===== src/rtl/ram_907036_arb_if.sv =====
// Requester-side bundle for ram_907036_arb: CPU single-byte handshake
// and DMA burst port. master = requester, slave = arbiter.
//   cpu_req/cpu_we/cpu_addr/cpu_wdata -> ; <- cpu_ack/cpu_rdata
//   dma_start/dma_base/dma_len -> ; <- dma_busy/dma_valid/dma_data/dma_last
interface ram_907036_arb_if #(
   parameter int DMA_LEN_W = 6
);
   logic                 cpu_req;
   logic                 cpu_we;
   logic [9:0]           cpu_addr;
   logic [7:0]           cpu_wdata;
   logic                 cpu_ack;
   logic [7:0]           cpu_rdata;
   logic                 dma_start;
   logic [9:0]           dma_base;
   logic [DMA_LEN_W-1:0] dma_len;
   logic                 dma_busy;
   logic                 dma_valid;
   logic [7:0]           dma_data;
   logic                 dma_last;

   modport master (
      output cpu_req, cpu_we, cpu_addr, cpu_wdata,
      output dma_start, dma_base, dma_len,
      input  cpu_ack, cpu_rdata,
      input  dma_busy, dma_valid, dma_data, dma_last
   );

   modport slave (
      input  cpu_req, cpu_we, cpu_addr, cpu_wdata,
      input  dma_start, dma_base, dma_len,
      output cpu_ack, cpu_rdata,
      output dma_busy, dma_valid, dma_data, dma_last
   );
endinterface


===== src/rtl/ram_907036_arb.sv =====
// CPU/DMA access controller for a 1Kx8 synchronous RAM (A->I->D pipeline).
// Ports: clk, reset (sync, high), bus (ram_907036_arb_if.slave),
//   ram_a/ram_in/ram_cs_n/ram_we_n (registered), ram_out, ready.
// Optional macro RAM_ARB_CLEAR_EN: zero-fill sweep of the RAM after reset.
module ram_907036_arb #(
   parameter bit CPU_PRIORITY = 1'b1,
   parameter int DMA_LEN_W    = 6
) (
   input  logic                   clk,
   input  logic                   reset,
   ram_907036_arb_if.slave        bus,
   output logic [9:0]             ram_a,
   output logic [7:0]             ram_in,
   input  logic [7:0]             ram_out,
   output logic                   ram_cs_n,
   output logic                   ram_we_n,
   output logic                   ready
);
   localparam int CW = DMA_LEN_W + 1;

   typedef enum logic {IDLE, BURST} state_t;

   state_t        state, state_nxt;
   logic [9:0]    dma_addr;
   logic [CW-1:0] dma_rem;
   logic          clr_act;
   logic [9:0]    clr_addr;
   logic          i_cpu, i_dma, i_we, i_last;
   logic          d_cpu, d_dma, d_we, d_last;
   logic [7:0]    rdata_q, ddata_q;
   logic          cpu_elig, dma_elig;
   logic          grant_cpu, grant_dma;
   logic          start_ok, burst_end;
   logic [9:0]    a_nxt;
   logic [7:0]    in_nxt;
   logic          cs_nxt, we_nxt;

`ifdef RAM_ARB_CLEAR_EN
   always_ff @(posedge clk) begin
      if (reset) begin
         clr_act  <= 1'b1;
         clr_addr <= 10'd0;
      end else if (clr_act) begin
         clr_addr <= clr_addr + 10'd1;
         if (clr_addr == 10'h3FF) clr_act <= 1'b0;
      end
   end
`else
   assign clr_act  = 1'b0;
   assign clr_addr = 10'd0;
`endif

   assign ready = ~reset & ~clr_act;

   // CPU may not re-enter while its previous access is still in I or D.
   assign cpu_elig  = ready & bus.cpu_req & ~i_cpu & ~d_cpu;
   assign dma_elig  = ready & (state == BURST) & (dma_rem != '0);
   assign grant_cpu = cpu_elig & (CPU_PRIORITY | ~dma_elig);
   assign grant_dma = dma_elig & ~grant_cpu;
   assign start_ok  = ready & bus.dma_start & (state == IDLE);
   assign burst_end = d_dma & d_last;

   always_ff @(posedge clk) begin
      if (reset) state <= IDLE;
      else       state <= state_nxt;
   end

   always_comb begin
      state_nxt = state;
      unique case (state)
         IDLE:  if (start_ok)  state_nxt = BURST;
         BURST: if (burst_end) state_nxt = IDLE;
      endcase
   end

   always_comb begin
      bus.dma_busy = (state == BURST);
   end

   // dma_rem counts bytes still to issue; len 0 means a full 2^W burst.
   always_ff @(posedge clk) begin
      if (reset) begin
         dma_addr <= 10'd0;
         dma_rem  <= '0;
      end else if (start_ok) begin
         dma_addr <= bus.dma_base;
         dma_rem  <= (bus.dma_len == '0) ? {1'b1, {DMA_LEN_W{1'b0}}}
                                         : {1'b0, bus.dma_len};
      end else if (grant_dma) begin
         dma_addr <= dma_addr + 10'd1;
         dma_rem  <= dma_rem - CW'(1);
      end
   end

   always_comb begin
      a_nxt  = 10'd0;
      in_nxt = 8'h00;
      cs_nxt = 1'b1;
      we_nxt = 1'b1;
      unique case (1'b1)
         clr_act: begin
            a_nxt  = clr_addr;
            cs_nxt = 1'b0;
            we_nxt = 1'b0;
         end
         grant_cpu: begin
            a_nxt  = bus.cpu_addr;
            in_nxt = bus.cpu_we ? bus.cpu_wdata : 8'h00;
            cs_nxt = 1'b0;
            we_nxt = ~bus.cpu_we;
         end
         grant_dma: begin
            a_nxt  = dma_addr;
            cs_nxt = 1'b0;
         end
         default: ;
      endcase
   end

   always_ff @(posedge clk) begin
      if (reset) begin
         ram_a    <= 10'd0;
         ram_in   <= 8'h00;
         ram_cs_n <= 1'b1;
         ram_we_n <= 1'b1;
         i_cpu    <= 1'b0;
         i_dma    <= 1'b0;
         i_we     <= 1'b0;
         i_last   <= 1'b0;
         d_cpu    <= 1'b0;
         d_dma    <= 1'b0;
         d_we     <= 1'b0;
         d_last   <= 1'b0;
      end else begin
         ram_a    <= a_nxt;
         ram_in   <= in_nxt;
         ram_cs_n <= cs_nxt;
         ram_we_n <= we_nxt;
         i_cpu    <= grant_cpu;
         i_dma    <= grant_dma;
         i_we     <= grant_cpu & bus.cpu_we;
         i_last   <= grant_dma & (dma_rem == CW'(1));
         d_cpu    <= i_cpu;
         d_dma    <= i_dma;
         d_we     <= i_we;
         d_last   <= i_last;
      end
   end

   // ram_out is only valid in D; hold copies for the quiet cycles.
   always_ff @(posedge clk) begin
      if (reset) begin
         rdata_q <= 8'h00;
         ddata_q <= 8'h00;
      end else begin
         if (d_cpu & ~d_we) rdata_q <= ram_out;
         if (d_dma)         ddata_q <= ram_out;
      end
   end

   assign bus.cpu_ack   = d_cpu;
   assign bus.cpu_rdata = (d_cpu & ~d_we) ? ram_out : rdata_q;
   assign bus.dma_valid = d_dma;
   assign bus.dma_last  = d_dma & d_last;
   assign bus.dma_data  = d_dma ? ram_out : ddata_q;
endmodule

===== src/flat_wrapper.sv =====
// flat-port wrapper written by rule: the top's interface ports become plain ports
module ram_907036_arb_flat 
#(
   parameter bit CPU_PRIORITY = 1'b1,
   parameter int DMA_LEN_W    = 6
)
  (clk, reset, ram_a, ram_in, ram_out, ram_cs_n, ram_we_n, ready, bus_cpu_req, bus_cpu_we, bus_cpu_addr, bus_cpu_wdata, bus_dma_start, bus_dma_base, bus_dma_len, bus_cpu_ack, bus_cpu_rdata, bus_dma_busy, bus_dma_valid, bus_dma_data, bus_dma_last);
  ram_907036_arb_if #(.DMA_LEN_W(DMA_LEN_W)) bus_i ();
  input  logic clk;
  input  logic reset;
  output logic [9:0] ram_a;
  output logic [7:0] ram_in;
  input  logic [7:0] ram_out;
  output logic ram_cs_n;
  output logic ram_we_n;
  output logic ready;
  input wire logic [$bits(bus_i.cpu_req)-1:0] bus_cpu_req;
  input wire logic [$bits(bus_i.cpu_we)-1:0] bus_cpu_we;
  input wire logic [$bits(bus_i.cpu_addr)-1:0] bus_cpu_addr;
  input wire logic [$bits(bus_i.cpu_wdata)-1:0] bus_cpu_wdata;
  input wire logic [$bits(bus_i.dma_start)-1:0] bus_dma_start;
  input wire logic [$bits(bus_i.dma_base)-1:0] bus_dma_base;
  input wire logic [$bits(bus_i.dma_len)-1:0] bus_dma_len;
  output wire logic [$bits(bus_i.cpu_ack)-1:0] bus_cpu_ack;
  output wire logic [$bits(bus_i.cpu_rdata)-1:0] bus_cpu_rdata;
  output wire logic [$bits(bus_i.dma_busy)-1:0] bus_dma_busy;
  output wire logic [$bits(bus_i.dma_valid)-1:0] bus_dma_valid;
  output wire logic [$bits(bus_i.dma_data)-1:0] bus_dma_data;
  output wire logic [$bits(bus_i.dma_last)-1:0] bus_dma_last;
  assign bus_i.cpu_req = bus_cpu_req;
  assign bus_i.cpu_we = bus_cpu_we;
  assign bus_i.cpu_addr = bus_cpu_addr;
  assign bus_i.cpu_wdata = bus_cpu_wdata;
  assign bus_i.dma_start = bus_dma_start;
  assign bus_i.dma_base = bus_dma_base;
  assign bus_i.dma_len = bus_dma_len;
  assign bus_cpu_ack = bus_i.cpu_ack;
  assign bus_cpu_rdata = bus_i.cpu_rdata;
  assign bus_dma_busy = bus_i.dma_busy;
  assign bus_dma_valid = bus_i.dma_valid;
  assign bus_dma_data = bus_i.dma_data;
  assign bus_dma_last = bus_i.dma_last;
  ram_907036_arb #(.CPU_PRIORITY(CPU_PRIORITY), .DMA_LEN_W(DMA_LEN_W)) u_core (.clk(clk), .reset(reset), .bus(bus_i), .ram_a(ram_a), .ram_in(ram_in), .ram_out(ram_out), .ram_cs_n(ram_cs_n), .ram_we_n(ram_we_n), .ready(ready));
endmodule

===== config.mk =====
export PLATFORM = sky130hd
export DESIGN_NAME = ram_907036_arb_flat
export DESIGN_NICKNAME = d
export VERILOG_FILES = /design/src/rtl/ram_907036_arb_if.sv /design/src/rtl/ram_907036_arb.sv /design/src/flat_wrapper.sv
export SDC_FILE = /design/constraint.sdc
export NUM_CORES = 1
export LEC_CHECK = 0
export BUFFER_PORTS_ARGS = -buffer_cell sky130_fd_sc_hd__buf_2
export CAP_MARGIN = 30
export CORE_ASPECT_RATIO = 1.75
export CORE_UTILIZATION = 53
export DETAILED_ROUTE_END_ITERATION = 7
export PLACE_DENSITY = 0.84
export SKIP_CTS_REPAIR_TIMING = 1
export SLEW_MARGIN = 0
export SYNTH_ARGS = -nofsm -noshare
export SYNTH_HDL_FRONTEND = slang
export SYNTH_SLANG_ARGS = --single-unit
export TNS_END_PERCENT = 10

===== constraint.sdc =====
create_clock -name clk -period 6 [get_ports clk]
set_input_delay 0.6 -clock clk [delete_from_list [all_inputs] [get_ports clk]]
set_output_delay 0.6 -clock clk [all_outputs]
set_load 0.01 [all_outputs]

* Word-level counts from Yosys, hierarchy flattened
Index checks and enable logic that the tools add are counted.
** Word-level totals
- Register bits after elaboration :: 62
- Bits of input ports :: 47
- Output and inout port bits :: 41
- Logic and storage cells :: 57
** Cells by class
- $add $sub $neg :: 2
- Eq/ne operators :: 1
- Mux-type cells :: 12
- Bitwise operators :: 19
- Reduce and logical (&&, ||, !) cells :: 6
** Operators with widths (count)
- $mux 7 :: 3
- $mux 10 :: 2
- $pmux 10 s2 :: 1
- $mux 8 :: 2
- $and 1x1->1 :: 12
- $add 10x1->10 const B :: 1
- $eq 7x1->1 const B :: 1
- $not 1->1 :: 7
- $reduce_bool 7->1 :: 1
- $sub 7x1->7 const B :: 1
- $logic_not 6->1 :: 1
- $reduce_or 2->1 :: 2
- $mux 1 :: 3
- $reduce_or 3->1 :: 1
- $pmux 1 s2 :: 1
- $reduce_bool 2->1 :: 1

* Logic depth before layout (Yosys ltp)
Gate-level depths: netlist (run 1).
- Word-level depth :: 8
- Gate-level depth with buffers :: 8
- Gate-level depth less buffers :: 7

* Worst setup path before layout (run 1)
OpenSTA, ideal clock, no wires.
- Path type :: input-to-reg
- Start :: in bus_cpu_req
- End :: reg u_core.dma_addr[9]
- Setup time :: 0.122 ns
- Arrival time :: 1.983 ns
- Required time :: 5.878 ns
- Setup slack :: 3.895 ns
- Stages on the path :: 6
- Path buffers :: 1
- Path through :: or3b_2 -> clkbuf_1 -> o211ai_4 -> inv_4 -> mux2_4 -> a221o_1
** Between the ends
- Word-level cells in the longest chain between the ends :: 6
** RTL lines
- start: declaration :: RTL line flat_wrapper.sv:17 : input wire logic [$bits(bus_i.cpu_req)-1:0] bus_cpu_req;
- $and 1x1->1 (3 in series) :: RTL line ram_907036_arb.sv:56 : assign cpu_elig = ready & bus.cpu_req & ~i_cpu & ~d_cpu;
- $not 1->1 (no source line)
- $and 1x1->1 :: RTL line ram_907036_arb.sv:59 : assign grant_dma = dma_elig & ~grant_cpu;
- $reduce_bool 2->1 (no source line)
- end signal: assignment :: RTL line ram_907036_arb.sv:86 : dma_addr <= bus.dma_base;
- end signal: assignment :: RTL line ram_907036_arb.sv:90 : dma_addr <= dma_addr + 10'd1;
- end: declaration :: RTL line ram_907036_arb.sv:24 : logic [9:0] dma_addr;
Every way passes these cells.
A chain may end at the register's enable or synchronous reset.

* Worst setup path in the final report (run 1)
- Start :: reg u_core.dma_rem[2]
- End :: reg u_core.dma_addr[9]
** Between the ends
- Word-level cells in the longest chain between the ends :: 4
** RTL lines
- start: declaration :: RTL line ram_907036_arb.sv:25 : logic [CW-1:0] dma_rem;
- start signal: assignment :: RTL line ram_907036_arb.sv:87 : dma_rem <= (bus.dma_len == '0) ? {1'b1, {DMA_LEN_W{1'b0}}}
- start signal: assignment :: RTL line ram_907036_arb.sv:91 : dma_rem <= dma_rem - CW'(1);
- $reduce_bool 7->1 :: RTL line ram_907036_arb.sv:57 : assign dma_elig = ready & (state == BURST) & (dma_rem != '0);
- $and 1x1->1 :: RTL line ram_907036_arb.sv:57
- $and 1x1->1 :: RTL line ram_907036_arb.sv:59
- $reduce_bool 2->1 (no source line)
Every way passes these cells.

==> results of run 1 <==
cells in the mapped netlist (3+ instances only):
cell      number
mux2_2        16
a211oi_1       4
nand4_1        3
o21ai_0       10
a21oi_1        5
dfxtp_1       62
and2_1        18
inv_1          7
nor2_1        10
ha_1           4
nor3_1         3
and3_1        13
nand2_1       18
nand2b_1       3
o311ai_0       3
nand3_1        6
nor2b_1        6
or4_1          3
a22o_1         7
clkbuf_1      13
logic make-up (layout without fill, tap and decap cells):
group / after synthesis / after routing / share of synthesized area (%)
fa+ha+maj: 4 / 4 / 2.04
simple gates: 89 / 89 / 19.9
xor+xnor: 3 / 3 / 1.07
mux: 18 / 18 / 8.35
compound gates: 47 / 47 / 14.4
flops: 62 / 62 / 50.5
buf+inv: 23 / 112 / 3.82
worst max-delay path, stage by stage (launching register included):
cell	delay [ps]
dfxtp_1	370
or4_1	700
o211ai_4	410
inv_4	190
mux2_4	330
a221o_1	280
state kept, by name, summed over array words and instances, names as in the netlist, 7 cells and up:
register	flops
u_core.dma_addr	10
u_core.ram_a	10
u_core.dma_rem	7
u_core.ram_in	8
u_core.rdata_q	8
u_core.ddata_q	8
power groups by stage:
| stage | clock network, mW | logic (mW) | registers (mW) |
|---|---|---|---|
| after floorplan | 0 | 0.0638 | 0.455 |
| after global placement | 0 | 0.100 | 0.454 |
| after detailed placement | 0 | 0.103 | 0.455 |
| after CTS | 0.480 | 0.105 | 0.446 |
| after global routing | 0.501 | 0.116 | 0.449 |
| final | 0.478 | 0.104 | 0.446 |
cell type report:
cell class | count | area [um^2] | share of cell area, %
Tap cell | 51 | 63.8 | 2.02
Inverter | 8 | 32.5 | 1.03
Sequential cell | 62 | 1240 | 39.2
Timing Repair Buffer | 88 | 443 | 14.0
Clock inverter | 6 | 134 | 4.23
Multi-Input combinational cell | 161 | 1120 | 35.5
Clock buffer | 10 | 128 | 4.03
metal layers:
layer | vias up | global-route usage [%] | wire length (um) | part of all wire (%)
met4 | 0 | 13.2 | 147 | 2.7
met2 | 86 | 40.2 | 2900 | 53
met3 | 13 | 5.47 | 302 | 5.5
li1 | 1049 | - | - | -
met5 | - | 0 | 0 | 0
met1 | 992 | 27.1 | 2130 | 39
cells in the final DEF (no fill, tap or decap), types with 4 or more instances in the layout:
cell / n
a211oi_1: 4
a21oi_1: 5
a22o_1: 7
and2_1: 18
and3_1: 13
buf_2: 87
bufinv_16: 4
clkbuf_8: 9
dfxtp_1: 62
ha_1: 4
inv_1: 7
mux2_2: 16
nand2_1: 18
nand3_1: 6
nor2_1: 10
nor2b_1: 6
o21ai_0: 10
through the flow:
step / power [mW] / cell area, um^2 / setup slack (ps) / util, % / instances
floorplan: 0.518 / 2460 / 3890 / - / 246
global placement: 0.554 / 2900 / 3660 / 65.1 / 369
detailed placement: 0.558 / 2900 / 3640 / 65.3 / 370
CTS: 1.03 / 3160 / 3620 / 71.2 / 386
global route: 1.07 / 3160 / 3460 / 71.2 / 386
finish: 1.03 / 3160 / 3610 / 71.2 / 386
final timing paths:
check,from,end,slack (ps),depth (start not counted)
worst min register to register,u_core.i_dma,u_core.bus.dma_valid,450,1
worst max register to register,u_core.dma_rem[2],u_core.dma_addr[9],3610,5
worst max-delay path,u_core.dma_rem[2],u_core.dma_addr[9],3610,5
worst min-delay path,u_core.i_dma,u_core.bus.dma_valid,450,1
==> results.md, run 1 <==
* Final worst-path cycle share at 39.8%
* Worst-Margin Slew at ~680 ps
* Final Critical Period at about 2400 ps
* Worst Path Required at 6220 ps
* WHS at 449 ps
* Gate Count Post-Synth at around 250
* Area delta synth->final at 28.8%
* First-pass GRT wire length at about 8600 um
* Post-route setup TNS at 0 ps
* Die Ht at 92.1 um
* Fin. Hold Viols at 0
* Row count at 32
* Vias at 2,140
* Yosys reg bits at 62
* Root buffer cell: clkbuf_8
* Antenna cell count at 0
* Placer Congestion at 0.864
* Max-cap violations at 0
* Initial DRC Count at 54
* CTS buffer count at 9
* Grt total ovfl at 0
* Largest cells by area after synthesis: dfxtp_1, mux2_2, and2_1
* Crit path arrival time at 2610 ps
* Synthesis Warnings at 0
* Headroom to the max-slew limit at 54.4%
* Peak supply drop at 290 uV
* Sw Share at 22.4%
* Post-synth ARST share at 0%
* Wire per inst at 14.2 um
* Drt drc at 0
* Clock sinks at 62
* Unique masters post-synth at 48
* Core area at 4440 um^2
* Power Density at roughly 330 nW/um^2
* Post-synth top area cell: dfxtp_1
* Clock power share at 46.5%
* Largest net degree at the start of global routing at 28
* Final net count at 381
* Status: finished, final reports clean
* CTS clk-pin slew, worst paths at 70 ps
* Clock Path Buffers at 2
* DR pass1 iterations at 4
* Vias in the first global route at 1,874
* Most used DFF post-synth: dfxtp_1
* CTS tree: done
* Sequential Power Share at approximately 43%
* Pleak at roughly 1.5 nW
* Synth top area share at just over 50%
* DIE WIDTH at 53.5 um
* Hold WC Path Type: reg -> reg
* Max-slew violations at 0
* # setup viols final at 0
* Int Power at between 0.7 and 0.8 mW
* H-tree Lvls at 3
* Fmax achieved at 419 MHz
* Register area share after synthesis at 50.5%
* Unrepaired setup endpoints after global routing: false
* Tot GR Track Use at 24.2%
* Final Skew at 7.55 ps
* # fillers at 333
* Initial Util at 55.3%
* Share of cells above drive strength 1 at 37.0%
* Die area at approximately 4900 um^2
* Post-route ant nets at 0
* Ports at 88
* Critical path launch point type: flip-flop
* Syn nets at approximately 300
* Final WL at 5480 um
* Later-pin clock latency in the skew report at 340 ps
* Crit end category: flip-flop
* Vias per cell at 5.54
* Port Buffers at 87
* Avg Synthesized Cell Area at 9.99 um^2
* Number of synthesized flops with an enable pin at 0
* Comb power frac at about a tenth
* CP max FO at 24
* Post-Syn Area at 2460 um^2
* Crit Path Class: reg -> reg
* Initial antenna violation count at 0
* Sw Pwr at 0.231 mW
* Hpwl dp at ~3800 um
(Power assumes the default switching activity.)
==> run 2, diff against run 1 <==
--- a/config.mk
+++ b/config.mk
@@ -8,9 +8,9 @@
 export BUFFER_PORTS_ARGS = -buffer_cell sky130_fd_sc_hd__buf_2
 export CAP_MARGIN = 30
 export CORE_ASPECT_RATIO = 1.75
-export CORE_UTILIZATION = 53
+export CORE_UTILIZATION = 49
 export DETAILED_ROUTE_END_ITERATION = 7
-export PLACE_DENSITY = 0.84
+export PLACE_DENSITY = 0.79
 export SKIP_CTS_REPAIR_TIMING = 1
 export SLEW_MARGIN = 0
 export SYNTH_ARGS = -nofsm -noshare
==> constraint.sdc (replaced) <==
create_clock -name clk -period 2.2 [get_ports clk]
set_input_delay 0.22 -clock clk [delete_from_list [all_inputs] [get_ports clk]]
set_output_delay 0.22 -clock clk [all_outputs]
set_load 0.01 [all_outputs]
==> run 2 against run 1 <==
Net effect:
- non-clock buffer count increased by 7
- final area up 0.20%
- cell count grew 2.1%
- count of clock-buffer cells in the layout stayed put
- critical path type unchanged
- critical endpoint is now u_core.dma_rem[4]
==> results.md, run 2 (synthesis results as in run 1) <==
* Die Ht at 95.7 um (+3.9%)
* Die area at 5310 um^2 (+7.9%)
* Initial Util at 51.8% (-3.5 points)
* Hpwl dp at 4230 um (+12%)
* CP max FO at 7 (-71%)
* Post-route ant nets at 0 (unchanged)
* Reg2reg start: u_core.dma_rem[2]
* Most frequent cells in the layout: buf_2, dfxtp_1, and2_1, nand2_1, mux2_2
* Final net count at 388 (+1.8%)
* Max-cap violations at 0 (unchanged)
* Worst path max stage delay at 600 ps (-100 ps)
* Min-delay src: bus_cpu_addr[7]
* Peak supply drop at 790 uV (+170%)
* Largest net degree at the start of global routing at 21 (-25%)
* Clock sinks at 62 (unchanged)
* Pleak at 1.53 nW (+0.61%)
* CTS tree: done
* Area delta synth->final at 29.0%
* Final Critical Period at 2020 ps (-370 ps)
* Wire per inst at 14.4 um (+1.1%)
* Core area at 4750 um^2 (+6.8%)
* Fin. Hold Viols at 0 (unchanged)
* Vias in the first global route at 1,979 (+5.6%)
* Critical path launch point type: flip-flop
* Slowest CP cell: or4_1
* Row count at 33 (+3.1%)
* Post-route setup TNS at 0 ps (unchanged)
* WHS at 85.9 ps (-363 ps)
* Crit Path Class: reg -> reg
* Clock Path Buffers at 2 (unchanged)
* Vias at 2,147 (+0.33%)
* Antenna cell count at 0 (unchanged)
* Post-layout power at 2.58 mW (+150%)
* Final Skew at 6.94 ps (-0.605 ps)
* Unrepaired setup endpoints after global routing: false
* Power Density at 815 nW/um^2 (+150%)
* Tot GR Track Use at 22.6% (-1.6 points)
* Most common cell after layout, fill and taps aside: buf_2
* Final WL at 5660 um (+3.2%)
* # setup viols final at 0 (unchanged)
* Final worst-path cycle share at 91.7% (+52 points)
* CTS buffer count at 9 (unchanged)
* Crit-path cells: or4_1 > buf_4 > o2111ai_1 > o31ai_1 > a311oi_1
* Status: finished, final reports clean
* Root buffer cell: clkbuf_8
* Top flop regs: u_core.dma_addr x10, u_core.ram_a x10
* Port Buffers at 87 (unchanged)
* Grt total ovfl at 0 (unchanged)
* DR pass1 iterations at 4 (unchanged)
* Later-pin clock latency in the skew report at 330 ps (about the same)
* First-pass GRT wire length at 9060 um (+5.5%)
* Placer Congestion at 0.873 (+1.1%)
* DIE WIDTH at 55.5 um (+3.9%)
* Fmax achieved at 496 MHz (+18%)
* CTS clk-pin slew, worst paths at 70 ps (about the same)
* Crit path arrival time at 2250 ps (-360 ps)
* Ports at 88 (unchanged)
* Hold WC Path Type: in -> reg
* H-tree Lvls at 3 (unchanged)
* Max-slew violations at 0 (unchanged)
* CP startpoint: u_core.dma_rem[2]
* Vias per cell at 5.45 (-1.7%)
* Initial DRC Count at 51 (-5.6%)
* Share of cells above drive strength 1 at 38.3% (+1.3 points)
* Worst Path Required at 2440 ps (-3780 ps)
* Drt drc at 0 (unchanged)
* Final core occ at 66.8% (-4.4 points)
* Crit end category: flip-flop
* Worst-Margin Slew at 500 ps (-183 ps)
* Initial antenna violation count at 0 (unchanged)
* Headroom to the max-slew limit at 66.5% (+12 points)
[run 2: final cells by class]
| type | count | area [um^2] |
|---|---|---|
| clock buffer | 10 | 128 |
| clock inverter | 6 | 86.3 |
| fill | 404 | 1580 |
| inverter | 8 | 32.5 |
| multi-input combinational | 161 | 1120 |
| sequential | 62 | 1240 |
| tap | 52 | 65.1 |
| timing repair buffer | 95 | 495 |
[run 2: power breakdown]
part	internal, mW	switching, mW
Sequential	1.18	0.0378
Combinational	0.142	0.158
Clock	0.636	0.433
Total	1.96	0.628
[run 2: final timing paths]
kind,end,slack (ps),depth (start not counted)
min reg2reg,u_core.bus.dma_valid,440,1
min,u_core.ram_a[7],90,3
max,u_core.dma_rem[4],180,5
max reg2reg,u_core.dma_rem[4],180,5
[run 2: critical path, delay by kind of cell, from the launching register on]
kind / cells / cell delay [ps]
simple gates: 1 / 600
buf+inv: 1 / 190
compound gates: 3 / 770
flops: 1 / 360
[run 2: metal layers]
metal	global-route usage (%)	vias to the layer above	wire length, um
met5	0	-	0
li1	-	1061	-
met1	23.6	996	2060
met2	41.2	79	3160
met3	5.70	11	308
met4	12.3	0	132
[run 2: through the flow]
stage / cell area [um^2] / cells / setup slack [ps]
floorplan: 2460 / 246 / 137
global placement: 2960 / 378 / 249
detailed placement: 2960 / 378 / 198
CTS: 3170 / 394 / 174
global route: 3170 / 394 / 51.9
finish: 3170 / 394 / 184
==> run 3, diff against run 2 <==
--- a/config.mk
+++ b/config.mk
@@ -7,8 +7,9 @@
 export LEC_CHECK = 0
 export BUFFER_PORTS_ARGS = -buffer_cell sky130_fd_sc_hd__buf_2
 export CAP_MARGIN = 30
-export CORE_ASPECT_RATIO = 1.75
+export CORE_ASPECT_RATIO = 1.5
 export CORE_UTILIZATION = 49
+export CTS_CLUSTER_DIAMETER = 60
 export DETAILED_ROUTE_END_ITERATION = 7
 export PLACE_DENSITY = 0.79
 export SKIP_CTS_REPAIR_TIMING = 1
==> run 3 against run 2 <==
Net effect:
- setup slack worse by 14 ps
- sequential power about the same
- final area increased by 1.1%
- largest cell class unchanged
==> results.md, run 3 (synthesis results as in run 1) <==
* Status: finished, final reports clean
* Final WL at 5510 um (-2.6%)
* Root buffer cell: clkbuf_8
* Largest net degree at the start of global routing at 28 (+33%)
* Internal reg-to-reg setup slack at 170 ps (about the same)
* Fmax achieved at 493 MHz (-0.68%)
* Unrepaired setup endpoints after global routing: false
* Final worst-path cycle share at 92.3% (+0.62 points)
* Die area at 5310 um^2 (about the same)
* DR pass1 iterations at 5 (+1)
* Core area at 4810 um^2 (+1.3%)
* Met1 Use GR at 24.3% (+0.65 points)
* Vias in the first global route at 1,899 (-4.0%)
* Worst-Margin Slew at 667 ps (+166 ps)
* Share of cells above drive strength 1 at 38.6% (+0.29 points)
* Layout Cells excl Fill at 408 (+3.6%)
* Port Buffers at 87 (unchanged)
* Vias at 2,168 (+0.98%)
* Max-slew violations at 0 (unchanged)
* Placed cell area at 2970 um^2 (+0.59%)
* First-pass GRT wire length at 8470 um (-6.5%)
* Headroom to the max-slew limit at 55.5% (-11 points)
* Post-route ant nets at 0 (unchanged)
* Die Ht at 88.7 um (-7.3%)
* Later-pin clock latency in the skew report at 330 ps (about the same)
* CTS buffer count at 9 (unchanged)
* Hold WC Path Type: in -> reg
* Max-cap violations at 0 (unchanged)
* Most used routing layer: met2
* Crit path arrival time at 2270 ps (+20 ps)
* Post-route setup TNS at 0 ps (unchanged)
* M3 GR Usage at 4.53% (-1.2 points)
* Vias per cell at 5.31 (-2.5%)
* CP max FO at 7 (unchanged)
* Final Critical Period at 2030 ps (+13.7 ps)
* Initial DRC Count at 62 (+22%)
* Multi-input gate area at 1120 um^2 (unchanged)
* # fillers at 384 (-5.0%)
* Final Skew at 6.12 ps (-0.822 ps)
* Ports at 88 (unchanged)
* Top flop regs: u_core.dma_addr x10, u_core.ram_a x10
* Crit Path Class: reg -> reg
* Power Density at 827 nW/um^2 (+1.5%)
* Hpwl dp at 3990 um (-5.5%)
* Grt total ovfl at 0 (unchanged)
* Drt drc at 0 (unchanged)
* Initial Util at 51.1% (-0.66 points)
* Tot GR Track Use at 21.8% (-0.86 points)
* # placed instances at 392 (+3.7%)
* H-tree Lvls at 3 (unchanged)
* Antenna cell count at 0 (unchanged)
* # setup viols final at 0 (unchanged)
* FF+latch area at 1240 um^2 (unchanged)
* Area delta synth->final at 30.5%
* Clock sinks at 62 (unchanged)
* Initial antenna violation count at 0 (unchanged)
* Peak supply drop at 438 uV (-45%)
* Pleak at 1.54 nW (+0.63%)
* Critical path launch point type: flip-flop
* Met2 usage at 37.8% (-3.4 points)
* CTS clk-pin slew, worst paths at 70 ps (about the same)
* Most common cell after layout, fill and taps aside: buf_2
* Fin. Hold Viols at 0 (unchanged)
* Clock Path Buffers at 2 (unchanged)
* Final core occ at 66.7% (-0.097 points)
* Wire per inst at 13.5 um (-6.0%)
* DIE WIDTH at 59.8 um (+7.7%)
* Worst Path Required at 2440 ps (about the same)
* Final net count at 388 (unchanged)
* Crit end category: flip-flop
* Row count at 31 (-6.1%)
* Most frequent cells in the layout: buf_2, dfxtp_1, and2_1, nand2_1, mux2_2
* CTS tree: done
* Final Cell Area at 3210 um^2 (+1.1%)
* Placer Congestion at 0.787 (-9.9%)
-- run 3: area by class of cell --
class | count | area share (%)
Clock buffer | 11 | 4.72
Clock inverter | 5 | 2.54
Inverter | 8 | 1.01
Multi-Input combinational cell | 161 | 35.0
Sequential cell | 62 | 38.7
Tap cell | 66 | 2.58
Timing Repair Buffer | 95 | 15.5
-- run 3: per-stage QoR --
step	hold slack [ps]	worst slack (ps)	total power, mW
after CTS	78.0	161	2.67
final	87.9	170	2.65
after global routing	97.8	39.0	2.77
after global placement	416	233	1.53
after floorplan	302	137	1.41
after detailed placement	420	165	1.54
-- run 3: power breakdown --
group	internal [mW]	switching [mW]	total (mW)
logic	0.142	0.157	0.299
registers	1.18	0.0379	1.22
clock network	0.699	0.438	1.14
total	2.02	0.633	2.65
-- run 3: critical path: stages, from the launching register on --
cell	delay [ps]
dfxtp_1	370
or4_1	620
buf_4	190
o2111ai_1	400
o31ai_1	110
a311oi_1	260
-- run 3: worst paths after layout --
check	startpoint	to	depth (start not counted)
setup / recovery	u_core.dma_rem[2]	u_core.dma_rem[4]	5
setup reg to reg	u_core.dma_rem[2]	u_core.dma_rem[4]	5
hold reg to reg	u_core.i_dma	u_core.bus.dma_valid	1
hold / removal	bus_cpu_addr[7]	u_core.ram_a[7]	3
-- run 3: metal layers --
metal	share of wire, %	wire, um
met5	0	0
met4	2.4	133
met3	4.4	245
met2	53	2930
met1	40	2200
